==> config.mk <==
export PLATFORM = sky130hd
export DESIGN_NAME = takvim_sayac
export DESIGN_NICKNAME = d
export VERILOG_FILES = /design/src/rtl/takvim_pkg.sv /design/src/rtl/dakika_bolucu.sv /design/src/rtl/takvim_sayac.sv
export SDC_FILE = /design/constraint.sdc
export NUM_CORES = 1
export LEC_CHECK = 0
export ABC_AREA = 1
export CORE_ASPECT_RATIO = 2
export CORE_UTILIZATION = 48
export DETAILED_ROUTE_END_ITERATION = 10
export PLACE_DENSITY = 0.92
export SETUP_SLACK_MARGIN = 0.02
export SLEW_MARGIN = 20
export SYNTH_ARGS = -nofsm -noshare
export SYNTH_HDL_FRONTEND = slang
export SYNTH_SLANG_ARGS = --single-unit
==> constraint.sdc <==
create_clock -name clk -period 2.2 [get_ports clk]
set_clock_uncertainty 0.05 [all_clocks]
set_input_delay 0.33 -clock clk [delete_from_list [all_inputs] [get_ports clk]]
set_output_delay 0.33 -clock clk [all_outputs]
set_load 0.02 [all_outputs]
==> src/rtl/takvim_pkg.sv <==
// Shared widths, limits and state encoding for the elapsed-time counter.
package takvim_pkg;

    localparam int YIL_W    = 4;
    localparam int GUN_W    = 11;
    localparam int SAAT_W   = 10;
    localparam int DAKIKA_W = 6;

    localparam logic [YIL_W-1:0]    YIL_MAX    = 4'd15;
    localparam logic [GUN_W-1:0]    GUN_MAX    = 11'd2047;
    localparam logic [SAAT_W-1:0]   SAAT_MAX   = 10'd23;
    localparam logic [DAKIKA_W-1:0] DAKIKA_MAX = 6'd59;

    typedef enum logic [1:0] {
        BOS  = 2'd0,
        SAY  = 2'd1,
        DOLU = 2'd2
    } durum_e;

endpackage

==> src/rtl/dakika_bolucu.sv <==
// Minute prescaler: counts 0..59 and raises an hour strobe on the 59 -> 0 wrap.
module dakika_bolucu
    import takvim_pkg::*;
(
    input  logic                clk,
    input  logic                rst,
    input  logic                i_sayim,
    input  logic                i_yukle,
    input  logic                i_dolu,
    output logic [DAKIKA_W-1:0] o_dakika,
    output logic                o_saat_strobe
);

    logic [DAKIKA_W-1:0] r_dakika;

    // Saturation pins the minute at 59 so the overflow edge looks unchanged.
    always_ff @(posedge clk) begin
        if (rst)
            r_dakika <= '0;
        else if (i_yukle)
            r_dakika <= '0;
        else if (i_dolu)
            r_dakika <= DAKIKA_MAX;
        else if (i_sayim)
            r_dakika <= (r_dakika == DAKIKA_MAX) ? '0 : r_dakika + 6'd1;
    end

    assign o_dakika      = r_dakika;
    assign o_saat_strobe = i_sayim && (r_dakika == DAKIKA_MAX);

endmodule

==> src/rtl/takvim_sayac.sv <==
// Elapsed-time counter feeding the takvim decoder; TAKVIM_SAYAC_DAKIKA_EN adds a
// minute stage (dakika port) in front of the hour counter.
module takvim_sayac
    import takvim_pkg::*;
(
    input  logic              clk,
    input  logic              rst,
    input  logic              tick,
    input  logic              yukle,
    input  logic              durdur,
    input  logic [YIL_W-1:0]  yil_in,
    input  logic [GUN_W-1:0]  gun_in,
    input  logic [SAAT_W-1:0] saat_in,
    output logic [YIL_W-1:0]  yil,
    output logic [GUN_W-1:0]  gun,
    output logic [SAAT_W-1:0] saat,
    output logic              gecerli,
    output logic              tasma,
    output logic [1:0]        durum
`ifdef TAKVIM_SAYAC_DAKIKA_EN
   ,output logic [DAKIKA_W-1:0] dakika
`endif
);

    durum_e            r_durum, w_durum_d;
    logic [YIL_W-1:0]  r_yil, w_yil_d;
    logic [GUN_W-1:0]  r_gun, w_gun_d;
    logic [SAAT_W-1:0] r_saat, w_saat_d;
    logic              r_gecerli;
    logic              w_say;
    logic              w_saat_inc;
    logic              w_saat_tas;
    logic              w_gun_tas;
    logic              w_tasma_olay;
    logic              w_degisti;

    // A tick only counts in SAY and loses to yukle and durdur.
    assign w_say = (r_durum == SAY) && tick && !yukle && !durdur;

`ifdef TAKVIM_SAYAC_DAKIKA_EN
    logic [DAKIKA_W-1:0] w_dakika;

    dakika_bolucu u_dakika_bolucu (
        .clk           (clk),
        .rst           (rst),
        .i_sayim       (w_say),
        .i_yukle       (yukle),
        .i_dolu        (w_tasma_olay),
        .o_dakika      (w_dakika),
        .o_saat_strobe (w_saat_inc)
    );

    assign dakika = w_dakika;
`else
    assign w_saat_inc = w_say;
`endif

    assign w_saat_tas   = (r_saat >= SAAT_MAX);
    assign w_gun_tas    = w_saat_tas && (r_gun == GUN_MAX);
    assign w_tasma_olay = w_saat_inc && w_gun_tas && (r_yil == YIL_MAX);

    always_ff @(posedge clk) begin
        if (rst)
            r_durum <= BOS;
        else
            r_durum <= w_durum_d;
    end

    always_comb begin
        w_durum_d = r_durum;
        if (yukle)
            w_durum_d = durdur ? BOS : SAY;
        else if (r_durum == SAY) begin
            if (durdur)
                w_durum_d = BOS;
            else if (w_tasma_olay)
                w_durum_d = DOLU;
        end
    end

    always_comb begin
        tasma = (r_durum == DOLU);
        durum = r_durum;
    end

    always_comb begin
        w_yil_d  = r_yil;
        w_gun_d  = r_gun;
        w_saat_d = r_saat;
        if (yukle) begin
            w_yil_d  = yil_in;
            w_gun_d  = gun_in;
            w_saat_d = saat_in;
        end else if (w_tasma_olay) begin
            w_gun_d  = GUN_MAX;
            w_saat_d = SAAT_MAX;
        end else if (w_saat_inc) begin
            w_saat_d = w_saat_tas ? '0 : r_saat + 10'd1;
            if (w_saat_tas)
                w_gun_d = w_gun_tas ? '0 : r_gun + 11'd1;
            if (w_gun_tas)
                w_yil_d = r_yil + 4'd1;
        end
    end

`ifdef TAKVIM_SAYAC_DAKIKA_EN
    // Every accepted minute tick moves dakika except the saturating one.
    assign w_degisti = (w_yil_d != r_yil) || (w_gun_d != r_gun) || (w_saat_d != r_saat)
                     || (w_say && !w_tasma_olay);
`else
    assign w_degisti = (w_yil_d != r_yil) || (w_gun_d != r_gun) || (w_saat_d != r_saat);
`endif

    always_ff @(posedge clk) begin
        if (rst) begin
            r_yil     <= '0;
            r_gun     <= '0;
            r_saat    <= '0;
            r_gecerli <= 1'b0;
        end else begin
            r_yil     <= w_yil_d;
            r_gun     <= w_gun_d;
            r_saat    <= w_saat_d;
            r_gecerli <= yukle || w_degisti;
        end
    end

    assign yil     = r_yil;
    assign gun     = r_gun;
    assign saat    = r_saat;
    assign gecerli = r_gecerli;

endmodule

==> results of run 1 <==
layer usage:
metal,track usage,overflow
met1,0.453,0
met2,0.867,3
met3,0.152,0
met4,0.502,1
met5,0,0
stage by stage:
step | hold WS (ps) | worst slack, ps | instance area [µm²] | TNS, ps | util
after floorplan | 432 | 37.3 | 2110 | 0 | -
after global placement | 427 | -364 | 3170 | -967 | 0.760
after detailed placement | 444 | -408 | 3170 | -1920 | 0.760
after CTS | 458 | 23.7 | 3470 | 0 | 0.833
repair_timing:
action                     4_1_cts
setup endpoints to repair        2
cloned                           0
gates resized for setup         28
pin swaps                       17
buffers inserted                15
cells by family after synthesis:
kind of cell / count (synthesis) / share of synthesized area
and+or+nand+nor: 229 / 0.527
DFF: 28 / 0.266
AOI/OAI and AO/OA: 28 / 0.0724
adders and majority gates: 3 / 0.0178
xor gates and xnor gates: 8 / 0.0332
buffers and inverters: 42 / 0.0837
==> metrics.txt, run 1 <==
initial core utilization 0.506; top-count cell post-synth nand2_1; Synth area leader dfxtp_1; Placer Congestion roughly 1.1; CTS Buf Count 3; chip height approximately 96 µm; Yosys reg bits 28; clock sinks 28; # H-tree levels 1; synth cell count leaders nand2_1 (91), nand3_1 (50), nor2_1 (45); top post-synthesis cells by area dfxtp_1 (27%), nand2_1 (16%), nand3_1 (12%), nor2_1 (8.0%), inv_1 (5.5%); Unique masters post-synth 32; Syn Nets ~370; gr usage total 0.502; synth warn 0; Yosys top cell area share 0.266; Rows 33; largest net degree at the start of global routing 20; IO Count 59; CTS Root Cell clkbuf_8; Port Buffers 58; Mean Syn Cell Area between 6 and 7 µm²; HPWL after detailed placement roughly 5.8 mm; Seq/Total Area, Yosys 0.266; CTS Hold Bufs 0; Die X 48.9 µm; outcome did not finish; cell count after synthesis around 340; Primary FF master, synth dfxtp_1; GR repair worst EP gecerli$_SDFF_PP0_/D; error msg [ERROR GRT-0232] Routing congestion too high. Check the congestion heatmap in the GUI.; worst endpoint type sequential cell input; Post-synth EDFFs 0; asr flop ratio synth 0; Failed at global routing (5_1_grt); grt ovf 4; placed instance count between 400 and 500; CTS max path bufs 2; area of the mapped netlist ~2100 µm²
==> inputs of run 2 (changes only) <==
Settings changed: CORE_ASPECT_RATIO 2 to unset, CORE_UTILIZATION 48 to 40, PLACE_DENSITY 0.92 to unset, PLACE_DENSITY_LB_ADDON set to 0.15, SETUP_SLACK_MARGIN 0.02 to unset.
==> metrics.txt, run 2 <==
Port Buffers 58 (unchanged); Synth area leader dfxtp_1; Bufs and invs on worst path 2; Core Util, Final 0.689; clock insertion delay at the later pin of the skew report around 290 ps; share of cells above drive strength 1 0.299; CP max-delay cell dfxtp_2; Yosys reg bits 28 (unchanged); crit path cell chain inv_1 -> nand2_1 -> nor2_2 -> nand3_4 -> nand4_4 -> nor2_4 -> nor2_4 -> buf_4 -> o21ai_1 -> nand3_1 -> nand3_1 -> nor2_2 -> nand2_1 -> nor2_2 -> nor2_1; most frequent cells in the layout nand2_1 (86), buf_4 (67), clkdlybuf4s50_1 (55); pwr dens around 420 nW/µm²; Routed WL 6.68 mm; Post-synth EDFFs 0 (unchanged); synth cell count leaders nand2_1 (91), nand3_1 (50), nor2_1 (45); synth warn 0 (unchanged); crit-path most repeated cell nor2_2; CTS Buf Count 3 (unchanged); HPWL after detailed placement 4.85 mm (-16%); grt ovf 0; initial core utilization 0.413 (-0.0928); routed vias 2,635; Logic pwr share 0.375; max reg flops 11; chip height 74.6 µm (-22%); top post-synthesis cells by area dfxtp_1 (27%), nand2_1 (16%), nand3_1 (12%), nor2_1 (8.0%), inv_1 (5.5%); initial DRC count around 180; Reg2Reg Depth 15; Worst VDD drop between 0.2 and 0.3 mV; worst reg-to-reg setup slack between 50 and 60 ps; WL/cell roughly 13 µm; maxcap violations 0; antenna cell count 0; IO Count 59 (unchanged); drt first pass iters 4; worst hold path class in -> reg; WS Path Type reg -> reg; largest net degree at the start of global routing 20; Leak 1.61 nW; Final #Nets slightly below 500; Seq/Total Area, Yosys 0.266 (unchanged); clock sinks 28 (unchanged); pre-CTS setup slack -337 ps (+71.1 ps); global-route wire length before repair around 10 mm; area of the mapped netlist 2110 µm² (unchanged); most common cell after layout, fill and taps aside nand2_1; hold path depth 3; CTS Root Cell clkbuf_8; Worst Hold Endpoint durum[0]; NetSw about 0.0005 W; cell count after synthesis 338 (unchanged); Remaining DRCs 0; Mean Syn Cell Area 6.24 µm² (unchanged); CP top delay family simple AND/OR/NAND/NOR gates; Die X 74.6 µm (+53%); core area 5110 µm²; top-count cell post-synth nand2_1; Finish-stage setup viols 0; TritonCTS clock tree done; fin crit period approximately 2100 ps; crit path max fanout 7; Hold Fails Final Rpt 0; Yosys top cell area share 0.266 (unchanged); Unique masters post-synth 32 (unchanged); Worst-Margin Slew approximately 460 ps; initial antenna violation count 0; Slew headroom 0.696; vias in the first global route 2,357; Worst Path Required about 2300 ps; outcome finished, final reports clean; Worst-path clk slew around 110 ps; Hold Path Origin durdur; Syn Nets 371 (unchanged); reg2reg end gecerli; Worst EP arrival 2290 ps; DIE AREA around 5600 µm²; CP startpoint kind flop; CP peak stage delay roughly 350 ps; RSZ-0062 raised after global routing yes; CTS max path bufs 2 (unchanged); period utilization 0.975; Final Power ~0.0015 W; Placer Congestion 0.854 (-20%); vias per cell slightly below 5; asr flop ratio synth 0 (unchanged); CP Capture Type flop; Rows 26 (-21%); Reg-to-Reg Start saat[8]; Area growth syn-to-layout 66.8%; clock share of power 0.240; gr usage total 0.234; Final ANT Viol Nets 0; Fmax about 0.47 GHz; Slew Limit Fails 0; Internal Power 0.000983 W; sequential fraction of design power 0.385; Net Sw Frac 0.336; Setup WS post-layout approximately 56 ps; # H-tree levels 1 (unchanged); Primary FF master, synth dfxtp_1; Hold WS around 440 ps
run 2: cell counts after synthesis:
Identical to the previous run, type by type.
run 2: stage by stage:
| step | TNS [ps] | area, µm² | instances |
|---|---|---|---|
| 4_1_cts | 0 | 3290 | 523 |
| 5_1_grt | -135 | 3520 | 532 |
| 2_1_floorplan | 0 | 2110 | 338 |
| 3_5_place_dp | -945 | 3210 | 519 |
| 6_report | 0 | 3520 | 532 |
| 3_3_place_gp | -719 | 3210 | 519 |
run 2: metal layers:
| layer | part of all wire | routed length [µm] | global-route usage |
|---|---|---|---|
| met1 | 0.43 | 2850 | 0.278 |
| met2 | 0.50 | 3340 | 0.442 |
| met3 | 0.055 | 370 | 0.0230 |
| met4 | 0.018 | 123 | 0.0629 |
| met5 | 0 | 0 | 0 |
run 2: timing repair:
action                     in CTS  in global routing
resized for setup               6                 41
gates cloned                    0                  1
setup endpoints to repair       1                  2
pin swaps                       2                 23
setup buffers                   0                  8
hold buffers                    0                  0
run 2: power groups by stage:
stage / sequential (W) / clock, W / combinational, W
2_1_floorplan: 0.000628 / 0 / 0.000201
3_3_place_gp: 0.000576 / 0 / 0.000515
3_5_place_dp: 0.000577 / 0 / 0.000519
4_1_cts: 0.000566 / 0.000352 / 0.000526
5_1_grt: 0.000575 / 0.000380 / 0.000603
6_report: 0.000570 / 0.000355 / 0.000556
run 2: cells by family after synthesis:
group / share of synthesized area
xor gates and xnor gates: 0.0332
DFF: 0.266
and+or+nand+nor: 0.527
adders and majority gates: 0.0178
buffers and inverters: 0.0837
AOI/OAI and AO/OA: 0.0724
run 2: area by class of cell:
class                      instances  area (µm²)
clock buffer                       4        55.1
multi-input combinational        269        1540
inverter                          32         128
sequential                        28         567
fill                             437        1590
timing repair buffer             129        1140
tap                               70        87.6
run 2: worst max-delay path by stage:
stage	startpoint	to	slack, ps	depth (start not counted)
finish	saat[8]	gecerli	60	15
global route	saat[1]	gecerli	-80	17
CTS	gun[0]	gecerli	2	16
detailed placement	yukle	gecerli	-340	16
global placement	yukle	gecerli	-300	17
floorplan	saat[1]	gecerli	40	18
run 2: worst reg2reg max path, stage by stage (launching register included):
cell,delay [ps]
dfxtp_2,350
inv_1,70
nand2_1,60
nor2_2,160
nand3_4,170
nand4_4,160
nor2_4,50
nor2_4,180
buf_4,160
o21ai_1,80
nand3_1,90
nand3_1,90
nor2_2,120
nand2_1,80
nor2_2,110
nor2_1,40
(Power assumes the default switching activity.)
